--- src/rtl/serial_subtractor.sv ---
// serial_subtractor: bit-serial, LSB-first WIDTH-bit subtractor (DIFF = A - B)
// built from one full-subtractor cell and a borrow flip-flop. A START/BUSY/DONE
// handshake sequences one operation per WIDTH+1 clocks when issued back to back.
module serial_subtractor #(
  parameter int WIDTH = 8  // legal range 2..32
) (
  input  logic             i_clk,
  input  logic             i_rst_n,
  input  logic             i_start,
  input  logic [WIDTH-1:0] i_a,
  input  logic [WIDTH-1:0] i_b,
  output logic             o_busy,
  output logic             o_done,
  output logic [WIDTH-1:0] o_diff,
  output logic             o_borrow
);

  localparam int CW = $clog2(WIDTH);

  typedef enum logic [1:0] {
    S_IDLE  = 2'd0,
    S_SHIFT = 2'd1,
    S_DONE  = 2'd2
  } state_t;

  state_t           r_state;
  state_t           w_next;
  logic [WIDTH-1:0] r_a_sh;
  logic [WIDTH-1:0] r_b_sh;
  logic [WIDTH-1:0] r_r_sh;
  logic [WIDTH-1:0] r_diff;
  logic [CW-1:0]    r_cnt;
  logic             r_bor;
  logic             r_borrow;

  logic w_a0;
  logic w_b0;
  logic w_d;
  logic w_bor_next;
  logic w_accept;
  logic w_last;

  // Full-subtractor cell on the current LSBs and the stored borrow.
  assign w_a0       = r_a_sh[0];
  assign w_b0       = r_b_sh[0];
  assign w_d        = w_a0 ^ w_b0 ^ r_bor;
  assign w_bor_next = (~w_a0 & w_b0) | (~(w_a0 ^ w_b0) & r_bor);

  // START is honoured only from IDLE or DONE; it is ignored mid-shift.
  assign w_accept = i_start && ((r_state == S_IDLE) || (r_state == S_DONE));
  assign w_last   = (r_state == S_SHIFT) && (r_cnt == CW'(WIDTH - 1));

  // State register.
  always_ff @(posedge i_clk or negedge i_rst_n) begin
    // NOTE: sequential state uses non-blocking assignments so every flop
    // samples pre-edge values regardless of block ordering.
    if (!i_rst_n) r_state <= S_IDLE;
    else          r_state <= w_next;
  end

  // Next-state logic.
  always_comb begin
    // NOTE: default assigned first so no path leaves w_next unassigned,
    // which would otherwise infer a latch.
    w_next = r_state;
    unique case (r_state)
      S_IDLE:  if (i_start) w_next = S_SHIFT;
      S_SHIFT: if (w_last)  w_next = S_DONE;
      S_DONE:  w_next = i_start ? S_SHIFT : S_IDLE;
      default: w_next = S_IDLE;
    endcase
  end

  // Datapath: operand load, serial shift, and result capture on completion.
  always_ff @(posedge i_clk or negedge i_rst_n) begin
    // NOTE: every datapath register is reset so an aborted operation leaves
    // no stale result or borrow visible.
    if (!i_rst_n) begin
      r_a_sh   <= '0;
      r_b_sh   <= '0;
      r_r_sh   <= '0;
      r_cnt    <= '0;
      r_bor    <= 1'b0;
      r_diff   <= '0;
      r_borrow <= 1'b0;
    end else if (w_accept) begin
      r_a_sh <= i_a;
      r_b_sh <= i_b;
      r_cnt  <= '0;
      r_bor  <= 1'b0;
    end else if (r_state == S_SHIFT) begin
      r_a_sh <= {1'b0, r_a_sh[WIDTH-1:1]};
      r_b_sh <= {1'b0, r_b_sh[WIDTH-1:1]};
      r_r_sh <= {w_d, r_r_sh[WIDTH-1:1]};
      r_bor  <= w_bor_next;
      r_cnt  <= r_cnt + 1'b1;
      if (w_last) begin
        r_diff   <= {w_d, r_r_sh[WIDTH-1:1]};
        r_borrow <= w_bor_next;
      end
    end
  end

  assign o_busy   = (r_state == S_SHIFT);
  assign o_done   = (r_state == S_DONE);
  assign o_diff   = r_diff;
  assign o_borrow = r_borrow;

endmodule
--- config.mk ---
export PLATFORM = sky130hd
export DESIGN_NAME = serial_subtractor
export DESIGN_NICKNAME = d
export VERILOG_FILES = /design/src/rtl/serial_subtractor.sv
export SDC_FILE = /design/constraint.sdc
export NUM_CORES = 1
export LEC_CHECK = 0
export ABC_AREA = 1
export BUFFER_PORTS_ARGS = -buffer_cell sky130_fd_sc_hd__buf_2
export CAP_MARGIN = 20
export CORE_MARGIN = 2
export CORE_UTILIZATION = 36
export DETAILED_ROUTE_END_ITERATION = 8
export PLACE_DENSITY = 0.64
export SYNTH_ARGS = -nofsm -noshare
export SYNTH_HDL_FRONTEND = slang
export SYNTH_SLANG_ARGS = --single-unit
--- constraint.sdc ---
create_clock -name i_clk -period 2 [get_ports i_clk]
set_input_delay 0.4 -clock i_clk [delete_from_list [all_inputs] [get_ports i_clk]]
set_output_delay 0.4 -clock i_clk [all_outputs]
set_load 0.05 [all_outputs]
==> qor.csv <==
stage,metric,value,unit
run_status,status,"complete, no violations",
pwr,power.total,3.45,mW
global_routing,track_usage,13.6,%
floorplan,die_area,5450,µm²
routing,vias,1334,
sta,finalWorstSetupSlack,0.223,ns
setup_path,crit_type,register to output pin,
pwr,max-vdd-ir-drop,0.692,mV
sta,final.min_clock_period,1.78,ns
global_routing,grt_max_degree,39,
global_routing,antenna_found_initial,0,
clocking,cts_tree,yes,
routing,ant_nets,0,
clocking,clk-insertion-delay-late,0.29,ns
sta,fin_hold_ws,0.148,ns
finish,drive_above_1_share,23.2,%
synthesis,ys_warn_count,0,
setup_path,crit_fanout,8,
synthesis,seq_area_frac_synth,54.2,%
clocking,clock-root-buffer,clkbuf_8,
place,pre_cts_ws,0.474,ns
routing,wire_per_inst,10.5,µm
clocking,h-tree-depth,2,
place,port_buffers,29,
setup_path,r2r_slack,0.48,ns
setup_path,cp-start-kind,register,
routing,wl,3240,µm
sta,slew_violations,0,
routing,vias_per_cell,4.33,
synthesis,synth-seq-cells,38,
setup_path,cp.required,1.60,ns
floorplan,placementRows,25,
synthesis,syn-num-nets,230,
finish,antenna_cells,0,
sta,finalHoldViolations,0,
global_routing,grt_pass1_wl,5600,µm
finish,layout_common_cells,"nand2_1 (75), dfrtp_1 (38), inv_1 (29), buf_2 (29), nand3_1 (18)",
clocking,cts_buffer_depth,2,
hold_path,min_path_type,input pin to asynchronous set/reset pin,
setup_path,cp_data_arrival_time,1.38,ns
floorplan,core_area,4720,µm²
pwr,p_per_area,1690,nW/µm²
pwr,leakagePower,1.15,nW
synthesis,syn-cell-area,1750,µm²
synthesis,syn_avg_cell_area,8.43,µm²
sta,period_share,88.8,%
sta,worst_pin_slew,0.479,ns
finish,nNetsFinal,263,
sta,setup_viol,0,
finish,mostFrequentLayoutCell,nand2_1,
place,finalWeightedCongestion,0.771,
clocking,post_cts_resize_count,0,
finish,fin_area,2050,µm²
sta,grt_setup_unrepaired,false,
sta,final.setup.tns,0,ns
sta,relSlewSlack,68.0,%
place,placed_area,1970,µm²
floorplan,ios,30,
routing,dr.first_iter.drc_count,84,
sta,final.setup_skew,0.00776,ns
floorplan,die_w,73.8,µm
routing,drcViolationCount,0,
sta,fmax,563,MHz
clocking,cts_buffers,5,
job,max_cap_viol_count,0,
setup_path,cp-end-kind,output pin,
synthesis,synthCells,208,
synthesis,ys_types,18,
floorplan,initial_utilization,37.1,%
floorplan,die_y,73.8,µm
clocking,path_clk_slew,0.07,ns
clocking,hold_buffers,0,
routing,firstDrtPassIters,5,
clocking,clkSinkCount,38,
global_routing,overflow,0,
finish,area_growth,16.7,%
place,dp_hpwl,2310,µm
global_routing,grt_pass1_vias,1253,
clocking,cts_setup_buffers,0,
[synth_stat cells (all sizes together)]
cell type / n / area [µm²]
clkbuf: 2 / 7.51
inv: 31 / 116
o21ai: 20 / 130
a21oi: 1 / 5.00
buf: 5 / 37.5
nor2: 10 / 53.8
dfrtp: 38 / 951
or2: 1 / 6.26
ha: 2 / 25.0
nand2: 79 / 312
fa: 1 / 20.0
nand3: 18 / 90.1
[report_power, final]
group / switching, mW / internal [mW] / leakage [nW] / total [mW]
combinational: 1.12 / 0.511 / 0.627 / 1.63
clock: 0.260 / 0.234 / 0.0438 / 0.493
sequential: 0.197 / 1.13 / 0.474 / 1.33
[registers in the layout (all words and copies together), names as in the netlist]
signal,count
r_cnt,3
r_b_sh,8
r_a_sh,8
r_state,2
r_bor,1
o_borrow,1
r_r_sh,7
o_diff,8
[cell type report]
class                      instances  area (µm²)
clock buffer                       5        68.8
clock inverter                     2        10.0
tap                               67        83.8
fill                             480        2680
sequential                        38         951
timing repair buffer              33         175
multi-input combinational        132         642
inverter                          31         116
[path summary, 6_finish.rpt]
| path | from | endpoint | depth (start not counted) |
|---|---|---|---|
| max | r_state[0] | o_busy | 3 |
| min | i_rst_n | o_diff[1] | 2 |
| max reg2reg | r_state[0] | r_b_sh[6] | 6 |
| min reg2reg | r_r_sh[1] | o_diff[0] | 2 |
| max in group asynchronous | i_rst_n | r_a_sh[6] | 2 |
| min in group i_clk | i_b[7] | r_b_sh[7] | 3 |
[per-layer routing]
layer / vias to the layer above / track usage, % / wire length (µm)
met5: - / 0 / 0
met4: 0 / 6.26 / 51
met3: 5 / 3.98 / 171
met2: 40 / 20.4 / 1410
met1: 589 / 18.0 / 1610
li1: 700 / - / -
[logic make-up (layout without fill, tap and decap cells)]
group,count (synthesis),in the layout,synth area share (%)
buffers and inverters,38,71,9.20
flip-flops,38,38,54.2
AO/OA/AOI/OAI,21,21,7.70
AND/OR/NAND/NOR,108,108,26.3
adder cells (fa/ha/maj),3,3,2.57
[worst max-delay path, stage by stage (launching register included)]
cell and delay, ns:
dfrtp_1 0.49, inv_2 0.14, nor2_8 0.17, buf_2 0.29
[per-stage QoR]
step | utilization [%] | cells
after global routing | 43.3 | 308
after floorplan | - | 208
after global placement | 41.7 | 301
final | 43.3 | 308
after detailed placement | 41.7 | 301
after CTS | 43.3 | 308
Power figures use the tool's default switching activity.
